[config.mk]
export PLATFORM = sky130hd
export DESIGN_NAME = seq_divider
export DESIGN_NICKNAME = d
export VERILOG_FILES = /design/src/rtl/seq_divider.sv
export SDC_FILE = /design/constraint.sdc
export NUM_CORES = 1
export LEC_CHECK = 0
export CAP_MARGIN = 20
export CORE_MARGIN = 4
export CORE_UTILIZATION = 50
export CTS_CLUSTER_DIAMETER = 200
export DETAILED_ROUTE_END_ITERATION = 16
export PLACE_DENSITY = 0.74
export SLEW_MARGIN = 25
export SYNTH_ARGS = -nofsm -noshare
export SYNTH_HDL_FRONTEND = slang
export SYNTH_SLANG_ARGS = --single-unit
[constraint.sdc]
create_clock -name clk -period 8.9 [get_ports clk]
set_clock_uncertainty 0.1 [all_clocks]
set_input_delay 0.89 -clock clk [delete_from_list [all_inputs] [get_ports clk]]
set_output_delay 0.89 -clock clk [all_outputs]
set_load 0.02 [all_outputs]
[src/rtl/seq_divider.sv]
// seq_divider: 64-bit signed/unsigned restoring divider, one quotient bit per cycle.
module seq_divider (
  input  logic        clk,
  input  logic        rst_n,
  input  logic        start,
  input  logic        is_signed,
  input  logic [63:0] dividend,
  input  logic [63:0] divisor,
  output logic        busy,
  output logic        done,
  output logic [63:0] quotient,
  output logic [63:0] remainder,
  output logic        div_by_zero
);
  typedef enum logic [2:0] {IDLE, PREP, DIVIDE, FIX, DONE} state_t;
  state_t state, next;
  logic [63:0] x, y, b, quo, rem, diff;
  logic [64:0] t;
  logic [5:0]  cnt;
  logic        sgn, sign_q, sign_r, dz, ge;
  assign t    = {rem, quo[63]};
  assign ge   = t >= {1'b0, b};
  assign diff = t[63:0] - b;
  always_ff @(posedge clk or negedge rst_n)
    if (!rst_n) state <= IDLE;
    else        state <= next;
  // a zero divisor bypasses DIVIDE but still passes through FIX to load the outputs
  always_comb begin
    next = state;
    unique case (state)
      IDLE:    next = start ? PREP : IDLE;
      PREP:    next = (y == '0) ? FIX : DIVIDE;
      DIVIDE:  next = (cnt == 6'd63) ? FIX : DIVIDE;
      FIX:     next = DONE;
      DONE:    next = IDLE;
      default: next = IDLE;
    endcase
  end
  always_comb begin
    busy = (state == PREP) || (state == DIVIDE) || (state == FIX);
    done = state == DONE;
  end
  always_ff @(posedge clk or negedge rst_n)
    if (!rst_n) begin
      {x, y, b, quo, rem, cnt, sgn, sign_q, sign_r, dz} <= '0;
      {quotient, remainder, div_by_zero} <= '0;
    end else begin
      unique case (state)
        IDLE: if (start) begin
          x   <= dividend;
          y   <= divisor;
          sgn <= is_signed;
        end
        PREP: begin
          quo    <= (y == '0) ? '1 : (sgn && x[63]) ? ~x + 64'd1 : x;
          rem    <= (y == '0) ? x : '0;
          b      <= (sgn && y[63]) ? ~y + 64'd1 : y;
          sign_q <= (y != '0) && sgn && (x[63] ^ y[63]);
          sign_r <= (y != '0) && sgn && x[63];
          dz     <= y == '0;
          cnt    <= '0;
        end
        DIVIDE: begin
          quo <= {quo[62:0], ge};
          rem <= ge ? diff : t[63:0];
          cnt <= cnt + 6'd1;
        end
        FIX: begin
          quotient    <= sign_q ? ~quo + 64'd1 : quo;
          remainder   <= sign_r ? ~rem + 64'd1 : rem;
          div_by_zero <= dz;
        end
        default: ;
      endcase
    end
endmodule

==> results of run 1 <==
-- final cells by class --
class | instances | area, sq um | share of cell area
sequential | 462 | 11600 | 0.358
multi-input combinational | 2285 | 14800 | 0.460
timing repair buffer | 287 | 2860 | 0.0885
clock buffer | 71 | 1450 | 0.0450
tap | 696 | 871 | 0.0270
clock inverter | 21 | 342 | 0.0106
inverter | 93 | 349 | 0.0108
-- metrics by stage --
stage          cells  hold slack, ns  power [uW]  setup slack [ns]  utilization
3_3_place_gp    3822           0.364       12000              4.58        0.563
2_1_floorplan   3023           0.338        9590              5.45            -
3_5_place_dp    3822           0.370       12200              4.46        0.563
4_1_cts         3914           0.169       14500              4.46        0.597
5_1_grt         3915           0.203       15600              4.22        0.597
6_report        3915           0.157       14500              4.43        0.597
-- flip-flops by register name, summed over array words and instances (netlist names), 6 cells and up --
signal / flops
b: 64
quo: 64
quotient: 64
rem: 64
remainder: 64
x: 64
y: 64
cnt: 6
-- worst max path at each step --
stage	startpoint	to
5_1_grt	y[31]$_DFFE_PN0P_	quo[35]$_DFFE_PN0P_
3_5_place_dp	y[11]$_DFFE_PN0P_	quo[40]$_DFFE_PN0P_
6_report	y[11]$_DFFE_PN0P_	quo[40]$_DFFE_PN0P_
3_3_place_gp	y[11]$_DFFE_PN0P_	quo[52]$_DFFE_PN0P_
4_1_cts	y[10]$_DFFE_PN0P_	quo[40]$_DFFE_PN0P_
2_1_floorplan	rem[49]$_DFFE_PN0P_	rem[59]$_DFFE_PN0P_
-- where the power goes --
part | switching, uW | internal [uW] | leakage (uW)
registers | 1340 | 3090 | 0.00573
clock network | 869 | 1370 | 0.000879
logic | 4560 | 3310 | 0.00689
-- cell families (layout without fill, tap and decap cells) --
kind of cell	Yosys count	after routing	share of synthesized area
AO/OA/AOI/OAI	901	901	0.197
XOR/XNOR	304	304	0.0971
adder cells (fa/ha/maj)	70	70	0.0322
buffers and inverters	276	472	0.0388
flip-flops	462	462	0.421
multiplexers	176	176	0.0700
AND/OR/NAND/NOR	834	834	0.144
-- per-layer routing --
| metal | vias to the layer above | global-route usage | share of wire |
|---|---|---|---|
| li1 | 11200 | - | - |
| met1 | 11300 | 0.386 | 0.45 |
| met2 | 892 | 0.419 | 0.45 |
| met3 | 133 | 0.0497 | 0.077 |
| met4 | 0 | 0.0755 | 0.027 |
| met5 | - | 0 | 0 |
-- Yosys cell counts, drive strengths merged (42+ instances only) --
| cell | n |
|---|---|
| a21oi | 150 |
| a22oi | 51 |
| clkbuf | 163 |
| dfrtp | 462 |
| ha | 69 |
| inv | 93 |
| mux2 | 126 |
| mux2i | 50 |
| nand2 | 382 |
| nand3 | 59 |
| nor2 | 121 |
| nor3 | 63 |
| o21ai | 429 |
| o31ai | 70 |
| or4 | 42 |
| xnor2 | 98 |
| xor2 | 206 |
-- worst max-delay path: cells and delay by family, from the launching register on --
kind,cells,cell delay (ns)
buf+inv,1,0.29
compound gates,2,0.36
flops,1,0.43
simple gates,7,3.15
==> reports/qor.txt, run 1 <==
Core area: 54000 sq um
Reg2Reg Depth: 10
Worst min path class: input pin to asynchronous set/reset pin
Sequential area share after synthesis: 0.421
# DRC: 0
Cell chain of the critical path: or4_4, or3_4, or4b_4, nor3_2, nand2_1, or4_1, buf_4, nand2_1, o22ai_1, o21ai_0
Filler cell count: 4751
Crit path required time: 9.32 ns
Overall routing resource usage: 0.269
CTS max path bufs: 3
Fin. Hold Viols: 0
Area growth, synth to finish: 17.6%
Slew margin rel.: 0.359
Max-Cap Viols: 0
Final setup viols: 0
GRT Residual Overflow: 0
Commonest non-fill, non-tap cell in the layout: dfrtp_1
RSZ-0062 raised after global routing: false
Arr. time, crit path: 4.90 ns
First-pass GRT wire length: 128000 microns
Synth Warn #: 0
Worst R2R Setup Slack: 4.43 ns
Clock Pin Slew Worst Setup and Hold Paths: 0.06 ns
Detailed placement HPWL: 60900 microns
Crit path kind: register to register
Most frequent CP cell: nand2_1
H-tree depth: 2
RR Startpoint: y[11]$_DFFE_PN0P_
Max stage delay on crit path: 0.64 ns
Status: completed
Initial antenna violation count: 0
Via count of the first global-routing pass: 22600
Full die area: 58700 sq um
Async S/R FF share, synth: 1.00
Syn Inst Count: 3023
Slew @ Worst Pin: 0.962 ns
CP max FO: 50
Port buffer count: 262
Top_reg_cell synth: dfrtp_1
Initial drt markers: 1998
Postcts setup bufs: 0
Cell Area, Synth: 27400 sq um
CP startpoint kind: register
Fin nets: 3382
Die boundary height: 242 microns
#FFs+latches synth: 462
Minimum clock period: 4.47 ns
Via density: 6.01
Final slew viol count: 0
EDFF count, synth: 0
Io pins: 263
FF-to-FF End: quo[40]$_DFFE_PN0P_
Initial Util: 0.508
Crit-path slowest cell: nand2_1
Total CTS buffers: 51
Post-route design area: 32300 sq um
Top post-synthesis cells by area: dfrtp_1 (42%), o21ai_0 (7.5%), xor2_1 (6.6%)
Most frequent cells in the layout: dfrtp_1 (462), o21ai_0 (411), nand2_1 (381)
TritonCTS Sinks: 462
Pwr per Cell Area: 451 nW/um^2
Netlist cell types: 70
Cts hold-fix bufs: 0
Placer's final routability congestion estimate: 0.990
Post-Route WL: 81000 microns
Row cnt: 85
Share of cells above drive strength 1: 0.0814
CP Capture Type: register
Setup TNS Final: 0 ns
Pin count of the biggest net entering global routing: 187
Period utilisation layout: 0.503
Synth top area share: 0.421
Root buf cell: clkbuf_16
Synth area leader: dfrtp_1
Via Count: 23500
Die X: 242 microns
Routed wire per std cell: 20.7 microns
Synthesized Nets: 3225
# resized after CTS: 0
Final antenna-violating net count: 0
Achievable Freq: 0.224 GHz
Placement Cell Area: 30400 sq um
Drt first pass iters: 6
CTS tree: built
Worst vdd ir: 0.188 mV
Pleak: 0.0135 uW
Syn Area/Cell: 9.08 sq um
Diode count: 0
Clk_lat worst skew: 0.61 ns
Power figures use the tool's default switching activity.
==> inputs of run 2 (changes only) <==
--- a/config.mk
+++ b/config.mk
@@ -10,7 +10,7 @@
 export CORE_UTILIZATION = 50
 export CTS_CLUSTER_DIAMETER = 200
 export DETAILED_ROUTE_END_ITERATION = 16
-export PLACE_DENSITY = 0.74
+export PLACE_DENSITY = 0.77
 export SLEW_MARGIN = 25
 export SYNTH_ARGS = -nofsm -noshare
 export SYNTH_HDL_FRONTEND = slang
==> constraint.sdc (replaced) <==
create_clock -name clk -period 4 [get_ports clk]
set_clock_uncertainty 0.1 [all_clocks]
set_input_delay 0.4 -clock clk [delete_from_list [all_inputs] [get_ports clk]]
set_output_delay 0.4 -clock clk [all_outputs]
set_load 0.02 [all_outputs]
==> run 2 against run 1 <==
Largest power group unchanged. Design area up 2.6%. Critical path depth down 1. Non-clock buffer count up 113. Maximum frequency up 17%. Highest routed layer unchanged. Total power up 130%. Routed wire length up 6.4%. Combinational power up 140%.
==> reports/qor.txt, run 2 (synthesis results as in run 1) <==
Clk_lat worst skew: 0.61 ns (about the same)
Die boundary height: 242 microns (unchanged)
Final slew viol count: 0 (unchanged)
Drt first pass iters: 5 (was 6)
Most frequent cells in the layout: dfrtp_1 (462), o21ai_0 (411), nand2_1 (381) (unchanged)
Final setup viols: 0 (unchanged)
Arr. time, crit path: 4.22 ns (was 4.90 ns)
Initial Util: 0.508 (unchanged)
Slew margin rel.: 0.399 (was 0.359)
Fin nets: 3493 (was 3382)
Final antenna-violating net count: 0 (unchanged)
Reg2Reg Depth: 9 (was 10)
Via Count: 24300 (was 23500)
Pwr per Cell Area: 1010 nW/um^2 (was 451 nW/um^2)
Via density: 6.03 (was 6.01)
Routed wire per std cell: 21.4 microns (was 20.7 microns)
Area growth, synth to finish: 20.7% (was 17.6%)
Hold WS: 0.271 ns (was 0.157 ns)
Initial drt markers: 2409 (was 1998)
CP max FO: 7 (was 50)
Commonest non-fill, non-tap cell in the layout: dfrtp_1 (unchanged)
Layout Utilization: 0.613 (was 0.597)
Total CTS buffers: 49 (was 51)
Achievable Freq: 0.261 GHz (was 0.224 GHz)
Pleak: 0.0140 uW (was 0.0135 uW)
H-tree depth: 2 (unchanged)
Worst vdd ir: 0.510 mV (was 0.188 mV)
Period utilisation layout: 0.959 (was 0.503)
Via count of the first global-routing pass: 23300 (was 22600)
TritonCTS Sinks: 462 (unchanged)
Minimum clock period: 3.84 ns (was 4.47 ns)
CTS max path bufs: 3 (unchanged)
Max-Cap Viols: 0 (unchanged)
Diode count: 0 (unchanged)
Share of cells above drive strength 1: 0.111 (was 0.0814)
Status: completed (unchanged)
Worst R2R Setup Slack: 0.16 ns (was 4.43 ns)
Postcts setup bufs: 0 (unchanged)
Die X: 242 microns (unchanged)
Crit path kind: register to register (unchanged)
Initial antenna violation count: 1 (was 0)
Detailed placement HPWL: 65600 microns (was 60900 microns)
Slew @ Worst Pin: 0.902 ns (was 0.962 ns)
Pin count of the biggest net entering global routing: 178 (was 187)
PnR worst setup slack: 0.162 ns (was 4.43 ns)
CP startpoint kind: register (unchanged)
CP Capture Type: register (unchanged)
Core area: 54000 sq um (unchanged)
Post-Route WL: 86100 microns (was 81000 microns)
Placer's final routability congestion estimate: 0.991 (was 0.990)
Clock Pin Slew Worst Setup and Hold Paths: 0.07 ns (was 0.06 ns)
Row cnt: 85 (unchanged)
Overall routing resource usage: 0.285 (was 0.269)
Place WS: -0.0342 ns (was 4.46 ns)
Port buffer count: 262 (unchanged)
RSZ-0062 raised after global routing: false (unchanged)
Fin. Hold Viols: 0 (unchanged)
First-pass GRT wire length: 134000 microns (was 128000 microns)
Hold Path Depth: 3
Crit path required time: 4.38 ns (was 9.32 ns)
# DRC: 0 (unchanged)
Worst min path class: input pin to register (was input pin to asynchronous set/reset pin)
Root buf cell: clkbuf_16 (unchanged)
Full die area: 58700 sq um (unchanged)
GRT Residual Overflow: 0 (unchanged)
Io pins: 263 (unchanged)
CTS tree: built (unchanged)
-- run 2: area by class of cell --
| class | count | area (sq um) |
|---|---|---|
| fill | 4586 | 20900 |
| multi-input combinational | 2285 | 14800 |
| sequential | 462 | 11600 |
| timing repair buffer | 400 | 3850 |
| clock buffer | 68 | 1370 |
| tap | 696 | 871 |
| inverter | 93 | 349 |
| clock inverter | 22 | 251 |
-- run 2: repair_timing --
action / CTS / global route
endpoints found under the hold margin: 91 / 0
pin swaps: 0 / 0
gates cloned: 0 / 0
hold buffers: 1 / 0
gates resized for setup: 1 / 1
setup endpoints to repair: 2 / 12
-- run 2: path summary, 6_finish.rpt --
path | startpoint | endpoint
max in group asynchronous | rst_n | rem[11]$_DFFE_PN0P_
max | rem[6]$_DFFE_PN0P_ | remainder[62]$_DFFE_PN0P_
min | divisor[59] | y[59]$_DFFE_PN0P_
max reg2reg | rem[6]$_DFFE_PN0P_ | remainder[62]$_DFFE_PN0P_
min reg2reg | b[12]$_DFFE_PN0N_ | b[12]$_DFFE_PN0N_
min in group asynchronous | rst_n | y[51]$_DFFE_PN0P_
-- run 2: stage by stage --
step / instance area (sq um) / TNS [ns] / power [uW] / std cells
3_3_place_gp: 31500 / 0 / 27900 / 3935
4_1_cts: 33100 / 0 / 33100 / 4026
2_1_floorplan: 27400 / 0 / 21300 / 3023
6_report: 33100 / 0 / 33300 / 4026
5_1_grt: 33100 / 0 / 35600 / 4026
3_5_place_dp: 31500 / -0.0342 / 28300 / 3935
-- run 2: worst max-delay path, stage by stage (launching register included) --
cell	delay, ns
dfrtp_1	0.47
or4_1	0.57
or2_2	0.33
or3_1	0.47
and3b_1	0.27
nand4b_1	0.34
or2_2	0.48
o41ai_1	0.41
xor2_1	0.18
o21ai_0	0.08
-- run 2: layer usage --
| metal | wire [microns] | track usage |
|---|---|---|
| met1 | 38700 | 0.419 |
| met4 | 2870 | 0.0941 |
| met2 | 38100 | 0.440 |
| met3 | 6390 | 0.0364 |
| met5 | 0 | 0 |
-- run 2: report_power, final --
group | total [uW] | switching, uW | internal [uW] | leakage, uW
Sequential | 9710 | 2840 | 6870 | 0.00573
Clock | 4620 | 1950 | 2660 | 0.000792
Combinational | 19000 | 10900 | 8150 | 0.00749
